### config.mk
export PLATFORM = sky130hd
export DESIGN_NAME = vc_fifo
export DESIGN_NICKNAME = d
export VERILOG_FILES = /design/src/rtl/vc_fifo.sv
export SDC_FILE = /design/constraint.sdc
export NUM_CORES = 1
export LEC_CHECK = 0
export ABC_AREA = 0
export CAP_MARGIN = 20
export CORE_AREA = 2 2 61 63
export CTS_CLUSTER_SIZE = 20
export DETAILED_ROUTE_END_ITERATION = 6
export DIE_AREA = 0 0 63 65
export PLACE_DENSITY = 0.73
export SLEW_MARGIN = 20
export SYNTH_ARGS = -nofsm -noshare
export SYNTH_HDL_FRONTEND = slang
export SYNTH_SLANG_ARGS = --single-unit
export TNS_END_PERCENT = 10
### constraint.sdc
create_clock -name clk -period 2.3 [get_ports clk]
set_input_delay 0.46 -clock clk [delete_from_list [all_inputs] [get_ports clk]]
set_output_delay 0.46 -clock clk [all_outputs]
set_load 0.05 [all_outputs]
### src/rtl/vc_fifo.sv
`default_nettype none
// ============================================================================
// vc_fifo : per-virtual-channel input buffer feeding the VC mux, with
//           registered output, occupancy flags and a sticky error flag.
// Rev 1.0
// ============================================================================
module vc_fifo #(
  parameter int DATA_W    = 6,
  parameter int ADDR_W    = 2,
  parameter int AF_THRESH = 3,
  parameter int AE_THRESH = 1
) (
  input  logic              clk,
  input  logic              reset_L,
  input  logic              push,
  input  logic [DATA_W-1:0] data_in,
  input  logic              pop,
  output logic [DATA_W-1:0] data_out,
  output logic              valid_out,
  output logic [ADDR_W:0]   count,
  output logic              full,
  output logic              empty,
  output logic              almost_full,
  output logic              almost_empty,
  output logic              error
);

  localparam int DEPTH = 1 << ADDR_W;
  localparam logic [ADDR_W:0] C_DEPTH = (ADDR_W+1)'(DEPTH);
  localparam logic [ADDR_W:0] C_AF    = (ADDR_W+1)'(AF_THRESH);
  localparam logic [ADDR_W:0] C_AE    = (ADDR_W+1)'(AE_THRESH);

  logic [DATA_W-1:0] r_mem [DEPTH];
  logic [ADDR_W-1:0] r_wr_ptr;
  logic [ADDR_W-1:0] r_rd_ptr;
  logic [ADDR_W:0]   r_count;
  logic [DATA_W-1:0] r_data_out;
  logic              r_valid_out;
  logic              r_error;

  logic w_pop_acc;
  logic w_push_acc;
  logic w_overflow;
  logic w_underflow;

  // Flags decode only the registered count, never the request inputs.
  assign full         = (r_count == C_DEPTH);
  assign empty        = (r_count == '0);
  assign almost_full  = (r_count >= C_AF);
  assign almost_empty = (r_count <= C_AE);

  // A pop on a full FIFO frees a slot, so the push in the same cycle is kept.
  assign w_pop_acc   = pop & ~empty;
  assign w_push_acc  = push & (~full | w_pop_acc);
  assign w_overflow  = push & full & ~pop;
  assign w_underflow = pop & empty;

  // Storage has no reset; only accepted pushes write it.
  always_ff @(posedge clk) begin
    if (w_push_acc) begin
      r_mem[r_wr_ptr] <= data_in;
    end
  end

  always_ff @(posedge clk or negedge reset_L) begin
    if (!reset_L) begin
      r_wr_ptr    <= '0;
      r_rd_ptr    <= '0;
      r_count     <= '0;
      r_data_out  <= '0;
      r_valid_out <= 1'b0;
      r_error     <= 1'b0;
    end else begin
      if (w_push_acc) begin
        r_wr_ptr <= r_wr_ptr + ADDR_W'(1);
      end
      if (w_pop_acc) begin
        r_data_out <= r_mem[r_rd_ptr];
        r_rd_ptr   <= r_rd_ptr + ADDR_W'(1);
      end
      r_valid_out <= w_pop_acc;
      case ({w_push_acc, w_pop_acc})
        2'b10:   r_count <= r_count + (ADDR_W+1)'(1);
        2'b01:   r_count <= r_count - (ADDR_W+1)'(1);
        default: r_count <= r_count;
      endcase
      if (w_overflow || w_underflow) begin
        r_error <= 1'b1;
      end
    end
  end

  assign data_out  = r_data_out;
  assign valid_out = r_valid_out;
  assign count     = r_count;
  assign error     = r_error;

endmodule
`default_nettype wire

==> results of run 1 <==
registers in the layout (all words and copies together), names as in the netlist:
| signal | flops |
|---|---|
| count | 3 |
| data_out | 6 |
| error | 1 |
| r_mem | 24 |
| r_rd_ptr | 2 |
| r_wr_ptr | 2 |
| valid_out | 1 |
placed cells by master, fill, tap and decap left out, drive strengths merged, types with 2 or more instances in the layout:
cell type,count
dfrtp,15
a21oi,2
a21boi,2
o21ai,5
ha,9
nand2b,2
clkinvlp,2
edfxtp,24
clkbuf,5
clkdlybuf4s50,20
mux2,7
buf,7
xnor2,5
nor2,3
o21a,2
and2,5
nor2b,4
inv,9
mux4,6
layout make-up:
| type | instances | area (um2) | area share (%) |
|---|---|---|---|
| Clock buffer | 5 | 37.5 | 1.76 |
| Clock inverter | 3 | 23.8 | 1.11 |
| Inverter | 8 | 30.0 | 1.41 |
| Multi-Input combinational cell | 62 | 608 | 28.5 |
| Sequential cell | 39 | 1100 | 51.4 |
| Tap cell | 48 | 60.1 | 2.81 |
| Timing Repair Buffer | 27 | 278 | 13.0 |
path summary, 6_finish.rpt:
| path | start | endpoint | depth (start not counted) |
|---|---|---|---|
| worst max register to register | count[1]$_DFFE_PN0P_ | r_mem[0][4]$_DFFE_PP_ | 5 |
| worst min-delay path | error$_DFFE_PN0P_ | error$_DFFE_PN0P_ | 1 |
| max in group asynchronous | reset_L | count[1]$_DFFE_PN0P_ | 1 |
| min in group asynchronous | reset_L | r_rd_ptr[0]$_DFFE_PN0N_ | 1 |
| worst min register to register | error$_DFFE_PN0P_ | error$_DFFE_PN0P_ | 1 |
| worst max-delay path | count[1]$_DFFE_PN0P_ | full | 4 |
per-stage QoR:
| stage | setup slack [ns] | std cells | utilization (%) | hold WS [ns] | area, um2 |
|---|---|---|---|---|---|
| finish | 0.113 | 192 | 61.1 | 0.482 | 2140 |
| detailed placement | 0.254 | 184 | 59.3 | 0.464 | 2070 |
| CTS | 0.0193 | 192 | 61.0 | 0.491 | 2130 |
| global placement | 0.362 | 184 | 59.3 | 0.451 | 2070 |
| floorplan | 0.0895 | 114 | - | 0.164 | 1770 |
| global route | 0.00739 | 192 | 61.1 | 0.513 | 2140 |
kinds of logic (layout without fill, tap and decap cells):
kind of cell / Yosys count / count (layout) / share of synthesized area (%)
and+or+nand+nor: 19 / 19 / 6.53
DFF: 39 / 39 / 62.2
adders and majority gates: 10 / 10 / 7.03
xor gates and xnor gates: 5 / 5 / 2.48
AOI/OAI and AO/OA: 15 / 15 / 6.17
buffers and inverters: 13 / 43 / 3.48
muxes: 13 / 13 / 12.1
worst reg2reg max path, delay by kind of cell, from the launching register on:
family | cells | cell delay [ns]
AO/OA/AOI/OAI | 1 | 0.27
flip-flops | 1 | 0.42
adder cells (fa/ha/maj) | 1 | 0.26
buffers and inverters | 1 | 0.14
AND/OR/NAND/NOR | 2 | 0.54
layer usage:
| metal | part of all wire (%) | up-vias | track usage [%] |
|---|---|---|---|
| li1 | - | 467 | - |
| met2 | 47 | 20 | 25.0 |
| met1 | 47 | 461 | 20.2 |
| met4 | 1.6 | 0 | 5.00 |
| met3 | 3.8 | 5 | 5.73 |
| met5 | 0 | - | 0 |
power breakdown:
group / internal [W] / switching [W]
clock: 0.000122 / 0.000234
combinational: 0.000620 / 0.000823
sequential: 0.000964 / 0.000152
total: 0.00171 / 0.00121
==> impl_metrics.tcl, run 1 <==
set metrics [dict create \
    netlist_area_mm2 0.00176 \
    ctsHoldBuffers 0 \
    ioPinCount 25 \
    syn_nets 133 \
    antenna_found_initial 0 \
    postSynthAreaPerCell_um2 15.5 \
    cp_cell_sequence "inv_1, ha_2, and2_1, buf_12" \
    postSynthCellCount 114 \
    maxCapViolCount 0 \
    ir_drop_v 0.000569 \
    cts_max_path_buffers 2 \
    yosys-top-cells-area "edfxtp_1 (41%), dfrtp_1 (21%), mux4_2 (7.7%)" \
    p_per_area_mw_per_mm2 1370 \
    area_growth_syn_to_layout_pct 21.1 \
    hold_viol_final 0 \
    grt_pass1_vias 969 \
    via_per_inst 4.96 \
    clk_pin_slew_worst_paths_ns 0.12 \
    rrSetupSlack_ns 0.35 \
    dpl.hpwl_um 2170 \
    yosys.area.top_type_share_pct 40.9 \
    grt_usage_pct 15.8 \
    place.gp.congestion 0.760 \
    status "complete, no violations" \
    ys_ff_latch 39 \
    post_cts_buffers 0 \
    avgRoutedWirePerCell_um 14.7 \
    drt_first_iter_violations 66 \
    finalCritPeriodShare_pct 95.1 \
    cp_top_family "flip-flops" \
    die_w_um 63 \
    worstPathArrival_ns 1.73 \
    setup-tns-final_ns 0 \
    yosys_warnings 0 \
    vias 953 \
    die_y_um 65 \
    synth_common_cells "edfxtp_1 (24), dfrtp_1 (15), ha_1 (9), inv_1 (7), mux2_2 (7)" \
    worstSetupPathType "flop to primary output" \
    start_util_pct 50.4 \
    rows 22 \
    cpMaxStageDelayCell "dfrtp_2" \
    ant_nets 0 \
    diodes 0 \
    h-tree-depth 2 \
    crit_buf_inv 2 \
    die_area_mm2 0.00410 \
    cp_max_fo 9 \
    max-slew-margin-rel_pct 53.4 \
    synth-seq-area-share_pct 62.2 \
    cts_tree "yes" \
    min_path_type "flop to flop" \
    drive_gt1_share_pct 25.7 \
    worst_pin_slew_ns 0.697 \
    nFillCells 292 \
    synth_top_cell_by_area "edfxtp_1" \
    portBuffers 24 \
    fin_worst_skew_ns 0.00709 \
    finalPower_w 0.00292 \
    synth_edf_count 24 \
    yosys.cell_types.count 33 \
    max_freq_mhz 457 \
    clock_latency_ns 0.34 \
    cts_resized 0 \
    report.final.slew_viol_count 0 \
    crit_required_ns 1.84 \
    core_mm2 0.00350 \
    dr.pass1.iters 4 \
    cts_sinks 39 \
    drc_errors 0 \
    nNetsFinal 162 \
    root_buffer "clkbuf_4" \
    grt_max_degree 16 \
    numCtsBuffers 5 \
    end_kind "primary output" \
    ys_async_sr_fraction_pct 38.5 \
    grt_pass1_wl_um 4750 \
    min_period_ns 2.19 \
    startpoint_type "flop" \
    setup-violations-final 0 \
    grt-ovfl-total 0 \
    synth_flop_cell "edfxtp_1" \
    rsz0062_at_grt "no" \
    p_leak_nw 0.803 \
    max_stage_delay_ns 0.46 \
    wl_um 2820 \
    synth_most_common_cell "edfxtp_1" \
]
Note: power is estimated with default switching activity, not from simulation.
==> run 2, diff against run 1 <==
--- a/config.mk
+++ b/config.mk
@@ -7,11 +7,13 @@
 export LEC_CHECK = 0
 export ABC_AREA = 0
 export CAP_MARGIN = 20
-export CORE_AREA = 2 2 61 63
+export CORE_AREA = 2 2 58 60
 export CTS_CLUSTER_SIZE = 20
 export DETAILED_ROUTE_END_ITERATION = 6
-export DIE_AREA = 0 0 63 65
-export PLACE_DENSITY = 0.73
+export DIE_AREA = 0 0 60 62
+export DONT_BUFFER_PORTS = 1
+export PLACE_DENSITY = 0.7
+export SKIP_LAST_GASP = 1
 export SLEW_MARGIN = 20
 export SYNTH_ARGS = -nofsm -noshare
 export SYNTH_HDL_FRONTEND = slang
==> impl_metrics.tcl, run 2 (synthesized netlist as in run 1, its figures left out) <==
set metrics [dict create \
    avgRoutedWirePerCell_um 16.6 \
    cts_tree "yes" \
    cts_max_path_buffers 2 \
    p_leak_nw 0.724 \
    whs_ns 0.210 \
    finalCritPeriodShare_pct 91.9 \
    power_frac_seq_pct 49.6 \
    met2_usage_pct 26.4 \
    core_mm2 0.00318 \
    cts_resized 0 \
    grt.busiest_layer "met2" \
    start_util_pct 55.5 \
    combPwrFrac_pct 38.2 \
    via_per_inst 5.30 \
    p_sw_share_pct 43.2 \
    die_y_um 62 \
    dr.pass1.iters 4 \
    globalRouteMet1Util_pct 23.8 \
    portBuffers 0 \
    r2r-start "count[0]$_DFFE_PN0P_" \
    p_per_area_mw_per_mm2 1410 \
    p_switching_w 0.00116 \
    wl_um 2840 \
    cts_sinks 39 \
    setup-tns-final_ns 0 \
    layout.cells.non_filler 171 \
    worst_pin_slew_ns 0.745 \
    clk_pin_slew_worst_paths_ns 0.11 \
    use_met3_pct 6.21 \
    fin_worst_skew_ns 0.00487 \
    grt-ovfl-total 0 \
    end_kind "primary output" \
    status "complete, no violations" \
    nNetsFinal 143 \
    numCtsBuffers 5 \
    die_w_um 60 \
    crit_start "count[1]$_DFFE_PN0P_" \
    clkPwrFrac_pct 12.2 \
    dpl.hpwl_um 2050 \
    report.final.slew_viol_count 0 \
    cp_max_fo 4 \
    place.gp.congestion 0.841 \
    worstPathArrival_ns 1.65 \
    startpoint_type "flop" \
    h-tree-depth 2 \
    antenna_found_initial 0 \
    rrSetupSlack_ns 0.45 \
    grt_usage_pct 17.8 \
    layout_common_cells "edfxtp_1 (24), dfrtp_1 (13), ha_1 (9)" \
    min_period_ns 2.11 \
    worstSetupPathType "flop to primary output" \
    rows 21 \
    drive_gt1_share_pct 28.0 \
    grt_pass1_vias 918 \
    ioPinCount 25 \
    largest_register_ffs 24 \
    drc_errors 0 \
    setup-violations-final 0 \
    rsz0062_at_grt "no" \
    power.internal_w 0.00153 \
    clock_latency_ns 0.33 \
    ir_drop_v 0.000516 \
    drt_first_iter_violations 28 \
    area_growth_syn_to_layout_pct 8.23 \
    crit_required_ns 1.84 \
    hold_viol_final 0 \
    ant_nets 0 \
    grt_max_degree 16 \
    maxCapViolCount 0 \
    min_path_type "input pin to flop" \
    root_buffer "clkbuf_4" \
    ff2ff_path_depth 5 \
    die_area_mm2 0.00372 \
    vias 907 \
    max-slew-margin-rel_pct 50.1 \
    final_common_cell "edfxtp_1" \
    regMostFlops "r_mem" \
    max_freq_mhz 473 \
    diodes 0 \
    grt_pass1_wl_um 4510 \
    placed_cells 162 \
    endpoint "almost_full" \
    timing.rr.end "r_mem[1][0]$_DFFE_PP_" \
]
run 2: power groups by stage:
stage / Clock [W] / Sequential, W / Combinational (W)
2_1_floorplan: 0 / 0.00136 / 0.000792
3_3_place_gp: 0 / 0.00135 / 0.00101
3_5_place_dp: 0 / 0.00136 / 0.00104
4_1_cts: 0.000344 / 0.00134 / 0.00105
5_1_grt: 0.000380 / 0.00137 / 0.00113
6_report: 0.000328 / 0.00134 / 0.00103
run 2: timing repair:
action | in CTS | in global routing
hold buffers | 1 | 0
endpoints found under the setup margin | 0 | 0
endpoints found under the hold margin | 15 | 0
setup buffers | 0 | 0
run 2: how the worst min path moves through the flow:
stage / to / cells after the start / start / slack (ns)
after CTS: r_mem[2][3]$_DFFE_PP_ / 0 / data_in[3] / 0.19
final: r_mem[0][3]$_DFFE_PP_ / 0 / data_in[3] / 0.21
after global routing: r_mem[2][1]$_DFFE_PP_ / 0 / data_in[1] / 0.18
after floorplan: count[0]$_DFFE_PN0P_ / 0 / reset_L / 0.16
after global placement: valid_out$_DFF_PN0_ / 0 / reset_L / 0.16
after detailed placement: r_rd_ptr[0]$_DFFE_PN0N_ / 0 / reset_L / 0.16
run 2: final cells by class:
cell class | instances | area, um2
flip-flops and latches | 39 | 1100
clock inverters | 2 | 12.5
inverters | 8 | 30.0
clock buffers | 6 | 41.3
fillers | 258 | 1270
multi-input cells | 62 | 606
well taps | 46 | 57.6
repair buffers | 8 | 62.6
run 2: worst max-delay path, stage by stage (launching register included):
cell	delay (ns)
dfrtp_2	0.41
buf_4	0.20
ha_1	0.20
ha_1	0.18
nor2_1	0.07
o21ai_1	0.07
buf_4	0.19
run 2: per-stage QoR:
| stage | worst slack, ns | util, % | total power (W) | area (um2) |
|---|---|---|---|---|
| floorplan | 0.0895 | - | 0.00215 | 1770 |
| finish | 0.186 | 60.0 | 0.00269 | 1910 |
| CTS | 0.157 | 60.0 | 0.00273 | 1910 |
| global placement | 0.513 | 58.0 | 0.00236 | 1840 |
| global route | 0.0634 | 60.0 | 0.00288 | 1910 |
| detailed placement | 0.456 | 58.0 | 0.00239 | 1840 |
run 2: per-layer routing:
layer	vias to the layer above	part of all wire, %
met5	-	0
met4	0	1.2
met3	5	5.6
met2	22	47
met1	448	47
li1	432	-
